## config.mk

```make
export PLATFORM = sky130hd
export DESIGN_NAME = hook_launch_controller
export DESIGN_NICKNAME = d
export VERILOG_FILES = /design/src/rtl/hook_launch_controller.sv
export SDC_FILE = /design/constraint.sdc
export NUM_CORES = 1
export LEC_CHECK = 0
export ABC_AREA = 1
export BUFFER_PORTS_ARGS = -buffer_cell sky130_fd_sc_hd__buf_2
export CORE_ASPECT_RATIO = 0.75
export CORE_MARGIN = 2
export CORE_UTILIZATION = 50
export DETAILED_ROUTE_END_ITERATION = 12
export PLACE_DENSITY = 0.81
export SLEW_MARGIN = 40
export SYNTH_ARGS = -nofsm -noshare
export SYNTH_HDL_FRONTEND = slang
export SYNTH_SLANG_ARGS = --single-unit
```

## constraint.sdc

```tcl
create_clock -name clk -period 2.6 [get_ports clk]
set_input_delay 0.13 -clock clk [delete_from_list [all_inputs] [get_ports clk]]
set_output_delay 0.13 -clock clk [all_outputs]
set_load 0.03 [all_outputs]
```

## src/rtl/hook_launch_controller.sv

```systemverilog
// Hook launch controller: debounces the launch key into a single launch pulse
// (only when the hook is at home), detects hook/object overlap while extending
// and issues one reverse pulse per extension, and supervises extend/retract
// durations with a forced return and a sticky retract watchdog.
module hook_launch_controller #(
    parameter int HOME_X             = 280,
    parameter int HOME_Y             = 185,
    parameter int DEBOUNCE_FRAMES    = 2,
    parameter int MAX_EXTEND_FRAMES  = 90,
    parameter int MAX_RETRACT_FRAMES = 180
) (
    input  logic               clk,
    input  logic               reset,
    input  logic               startOfFrame,
    input  logic               key_launch,
    input  logic signed [10:0] hookTopLeftX,
    input  logic signed [10:0] hookTopLeftY,
    input  logic               drawingRequest_hook,
    input  logic               drawingRequest_object,
    output logic               launch_Cable,
    output logic               collision,
    output logic               hook_busy,
    output logic [7:0]         grab_count,
    output logic               watchdog_flag
);

    localparam logic signed [10:0] HOME_X_C = HOME_X[10:0];
    localparam logic signed [10:0] HOME_Y_C = HOME_Y[10:0];
    localparam logic [7:0]         DEB_C    = DEBOUNCE_FRAMES[7:0];
    localparam logic [7:0]         MAXE_C   = MAX_EXTEND_FRAMES[7:0];
    localparam logic [7:0]         MAXR_C   = MAX_RETRACT_FRAMES[7:0];

    typedef enum logic [1:0] {
        ST_IDLE       = 2'd0,
        ST_EXTENDING  = 2'd1,
        ST_RETRACTING = 2'd2
    } state_t;

    state_t     state_r, state_s;
    logic [7:0] deb_cnt_r, deb_cnt_s;
    logic       press_armed_r, press_armed_s;
    logic       hit_flag_r, hit_flag_s;
    logic [7:0] frame_cnt_r, frame_cnt_s;
    logic       launch_r, launch_s;
    logic       collision_r, collision_s;
    logic       hook_busy_r, hook_busy_s;
    logic [7:0] grab_count_r, grab_count_s;
    logic       watchdog_r, watchdog_s;
    logic       press_accept_s;
    logic       at_home_s;
    logic       overlap_s;

    assign at_home_s = (hookTopLeftX == HOME_X_C) && (hookTopLeftY == HOME_Y_C);
    assign overlap_s = drawingRequest_hook && drawingRequest_object;

    assign launch_Cable  = launch_r;
    assign collision     = collision_r;
    assign hook_busy     = hook_busy_r;
    assign grab_count    = grab_count_r;
    assign watchdog_flag = watchdog_r;

    // Next-state, debounce, counters and pulse generation.
    always_comb begin
        state_s        = state_r;
        deb_cnt_s      = deb_cnt_r;
        press_armed_s  = press_armed_r;
        hit_flag_s     = hit_flag_r;
        frame_cnt_s    = frame_cnt_r;
        launch_s       = 1'b0;
        collision_s    = 1'b0;
        hook_busy_s    = (state_r != ST_IDLE);
        grab_count_s   = grab_count_r;
        watchdog_s     = watchdog_r;
        press_accept_s = 1'b0;

        // Debounce runs in every state so release is always tracked; a press
        // accepted outside IDLE is simply consumed.
        if (startOfFrame) begin
            if (key_launch) begin
                if (deb_cnt_r < DEB_C) begin
                    deb_cnt_s = deb_cnt_r + 8'd1;
                    if (press_armed_r && ((deb_cnt_r + 8'd1) == DEB_C)) begin
                        press_accept_s = 1'b1;
                        press_armed_s  = 1'b0;
                    end else begin
                        press_accept_s = 1'b0;
                    end
                end else begin
                    deb_cnt_s = deb_cnt_r;
                end
            end else begin
                deb_cnt_s     = 8'd0;
                press_armed_s = 1'b1;
            end
        end else begin
            deb_cnt_s = deb_cnt_r;
        end

        case (state_r)
            ST_IDLE: begin
                hit_flag_s  = 1'b0;
                frame_cnt_s = 8'd0;
                if (press_accept_s && at_home_s) begin
                    launch_s = 1'b1;
                    state_s  = ST_EXTENDING;
                end else begin
                    state_s = ST_IDLE;
                end
            end
            ST_EXTENDING: begin
                if (startOfFrame) begin
                    if (hit_flag_r) begin
                        // A hit wins over a simultaneous timeout.
                        collision_s = 1'b1;
                        if (grab_count_r != 8'd255) begin
                            grab_count_s = grab_count_r + 8'd1;
                        end else begin
                            grab_count_s = grab_count_r;
                        end
                        hit_flag_s  = 1'b0;
                        frame_cnt_s = 8'd0;
                        state_s     = ST_RETRACTING;
                    end else if (frame_cnt_r == (MAXE_C - 8'd1)) begin
                        collision_s = 1'b1;
                        hit_flag_s  = 1'b0;
                        frame_cnt_s = 8'd0;
                        state_s     = ST_RETRACTING;
                    end else begin
                        frame_cnt_s = frame_cnt_r + 8'd1;
                        hit_flag_s  = overlap_s;
                    end
                end else begin
                    hit_flag_s = hit_flag_r | overlap_s;
                end
            end
            ST_RETRACTING: begin
                hit_flag_s = 1'b0;
                if (at_home_s) begin
                    frame_cnt_s = 8'd0;
                    state_s     = ST_IDLE;
                end else if (startOfFrame) begin
                    if (frame_cnt_r == (MAXR_C - 8'd1)) begin
                        watchdog_s  = 1'b1;
                        frame_cnt_s = 8'd0;
                        state_s     = ST_IDLE;
                    end else begin
                        frame_cnt_s = frame_cnt_r + 8'd1;
                    end
                end else begin
                    frame_cnt_s = frame_cnt_r;
                end
            end
            default: begin
                hit_flag_s  = 1'b0;
                frame_cnt_s = 8'd0;
                state_s     = ST_IDLE;
            end
        endcase
    end

    // State and registered-output flops; reset aborts everything at once.
    always_ff @(posedge clk or posedge reset) begin
        if (reset) begin
            state_r       <= ST_IDLE;
            deb_cnt_r     <= 8'd0;
            press_armed_r <= 1'b0;
            hit_flag_r    <= 1'b0;
            frame_cnt_r   <= 8'd0;
            launch_r      <= 1'b0;
            collision_r   <= 1'b0;
            hook_busy_r   <= 1'b0;
            grab_count_r  <= 8'd0;
            watchdog_r    <= 1'b0;
        end else begin
            state_r       <= state_s;
            deb_cnt_r     <= deb_cnt_s;
            press_armed_r <= press_armed_s;
            hit_flag_r    <= hit_flag_s;
            frame_cnt_r   <= frame_cnt_s;
            launch_r      <= launch_s;
            collision_r   <= collision_s;
            hook_busy_r   <= hook_busy_s;
            grab_count_r  <= grab_count_s;
            watchdog_r    <= watchdog_s;
        end
    end

endmodule
```

==> results.json <==
{
  "clockBufferDepth": 2,
  "io_buffers": 39,
  "antenna_found_initial": 0,
  "die_h_um": 60.9,
  "slew_violations": 0,
  "synth-edff-count": 0,
  "holdCritStartpoint": "drawingRequest_object",
  "drt-vias-per-instance": 5.08,
  "skew_ns": 0.00413,
  "finalInstanceArea_um2": 2510,
  "post_drt_wl_per_cell_um": 11.5,
  "tightestPinTransition_ns": 0.400,
  "dr.pass1.iters": 4,
  "wl_um": 4620,
  "fin_nets": 382,
  "die-area_um2": 4860,
  "drt_iter0_markers": 173,
  "synth-seq-area-share_pct": 37.1,
  "post_cts_buffers": 0,
  "grt_util_all_layers_pct": 21.8,
  "max_slew_margin_pct": 73.3,
  "tns_ns": 0,
  "synth_top_area_share_pct": 37.1,
  "synthFlopType": "dfrtp_1",
  "grt_pass1_vias": 1886,
  "r2r_end": "frame_cnt_r[7]",
  "final-hold-violation-count": 0,
  "syn-num-nets": 339,
  "antenna_cells": 0,
  "fin_crit_ns": 1.92,
  "clk_pin_slew_worst_paths_ns": 0.07,
  "cts_max_level": 2,
  "hold_class": "in -> reg",
  "yosys-top-cells-area": "dfrtp_1 (37%), nand2_1 (14%), inv_1 (8.3%)",
  "critPathLaunchType": "flip-flop",
  "netlist_area_um2": 2160,
  "r2r-start": "state_r[1]",
  "grt_busiest_layer": "met2",
  "root_buffer": "clkbuf_8",
  "yosys_warnings": 0,
  "met1_usage_pct": 30.2,
  "post_route_cells_drive_above_1_share_pct": 18.7,
  "fin_crit_sh_pct": 73.7,
  "outcome": "finished clean",
  "rsz0062_at_grt": "no",
  "power.density_nw_per_um2": 455,
  "critPathMaxFanout": 11,
  "holdPathStages": 3,
  "grt_max_degree": 33,
  "fp-row-count": 20,
  "synthArstFlopShare_pct": 100,
  "rr_worst_depth": 8,
  "remaining_drc_errors": 0,
  "finalSetupViolCount": 0,
  "reg2reg_slack_ns": 0.68,
  "fin_util_pct": 61.2,
  "power_leakage_uw": 0.00137,
  "initial_core_util_pct": 52.6,
  "grt_pass1_wl_um": 8060,
  "syn_inst": 303,
  "grtUsageMet2_pct": 32.1,
  "yosysMostFrequentCell": "nand2_1",
  "cts_made_buffers": 5,
  "dp.cells": 393,
  "peakVddDrop_mv": 0.335,
  "via_count": 2042,
  "ys_ff_latch": 32,
  "fill_cells": 361,
  "dpl-instance-area_um2": 2390,
  "critPathKind": "reg -> reg",
  "synth_area_leader_cell": "dfrtp_1",
  "cap_violations": 0,
  "drt.antenna.violating_nets": 0,
  "area_delta_synth_final_pct": 16.4,
  "met3_usage_pct": 7.59,
  "end_kind": "flip-flop",
  "whs_endpoint": "hit_flag_r",
  "synth_commonest_cells": "nand2_1 (78), inv_1 (48), nor2_1 (36)",
  "syn_avg_cell_area_um2": 7.12,
  "cts_tree": "built",
  "synth.distinct_cells": 33,
  "io_pins": 40,
  "core_um2": 4100,
  "clk_latency_ns": 0.28,
  "place_hpwl_um": 3480,
  "die_w_um": 79.9,
  "grt-ovfl-total": 0,
  "cts_sinks": 32,
  "worstPathRequired_ns": 2.81,
  "power.total_uw": 1140,
  "fmax_mhz": 522,
  "instances_no_fill": 402,
  "gp_congestion": 0.914,
  "cp_data_arrival_time_ns": 2.13
}
worst max path at each step:
stage | from | end | slack, ns
global route | state_r[1] | frame_cnt_r[7] | 0.48
floorplan | grab_count[0] | grab_count[5] | 1.06
finish | state_r[1] | frame_cnt_r[7] | 0.68
global placement | state_r[1] | grab_count[2] | 0.84
CTS | state_r[1] | frame_cnt_r[7] | 0.73
detailed placement | state_r[1] | frame_cnt_r[4] | 0.78
where the power goes:
group          switching, µW  internal (µW)
clock network            180            284
registers               18.3            518
logic                   81.4           62.0
total                    280            864
logic make-up after synthesis:
logic type,Yosys count,share of synthesized area [%]
simple gates,182,39.4
fa+ha+maj,8,4.64
flops,32,37.1
buf+inv,56,10.6
compound gates,15,4.23
xor+xnor,10,4.06
metal layers:
layer	vias up	part of all wire, %
li1	1051	-
met1	906	49
met2	75	43
met3	10	7.1
met4	0	1.3
met5	-	0
per-stage QoR:
stage,hold slack [ns],worst slack (ns)
after CTS,0.110,0.731
after floorplan,0.246,1.06
after global placement,0.229,0.844
after detailed placement,0.241,0.783
final,0.102,0.684
after global routing,0.152,0.479
layout make-up:
cell class                      count  area [µm²]  share of cell area (%)
Timing Repair Buffer               41         213                    8.47
Tap cell                           55        68.8                    2.74
Inverter                           51         193                    7.67
Multi-Input combinational cell    215        1130                    45.0
Clock inverter                      2        35.0                    1.39
Sequential cell                    32         801                    31.9
Clock buffer                        6        72.6                    2.89
sequential cells by signal (all words and copies together) (netlist names), 2 cells and up:
name / flops
deb_cnt_r: 8
frame_cnt_r: 8
grab_count: 8
state_r: 2
timing repair:
item                                   CTS  global route
hold buffers                             1             0
gates resized for setup                  0             0
endpoints found under the hold margin   32             0
placed cells by master, fill, tap and decap left out, types with 3 or more instances in the layout:
cell type and n:
nand3_2 3, inv_1 48, nor2_1 36, clkbuf_8 5, nand4_1 18, ha_1 8
buf_2 39, nor2_2 4, nand3_1 30, nand2_2 3, nand2_1 78, dfrtp_1 32
o21ai_0 6, xor2_1 5, xnor2_1 5
critical path, stage by stage (launching register included):
cell and delay (ns):
dfrtp_1 0.40, inv_1 0.09, ha_1 0.38, inv_1 0.15
nand2_1 0.09, nand2_1 0.23, inv_1 0.30, nand2_1 0.10
nand2_1 0.09
Note: power is estimated with default switching activity, not from simulation.
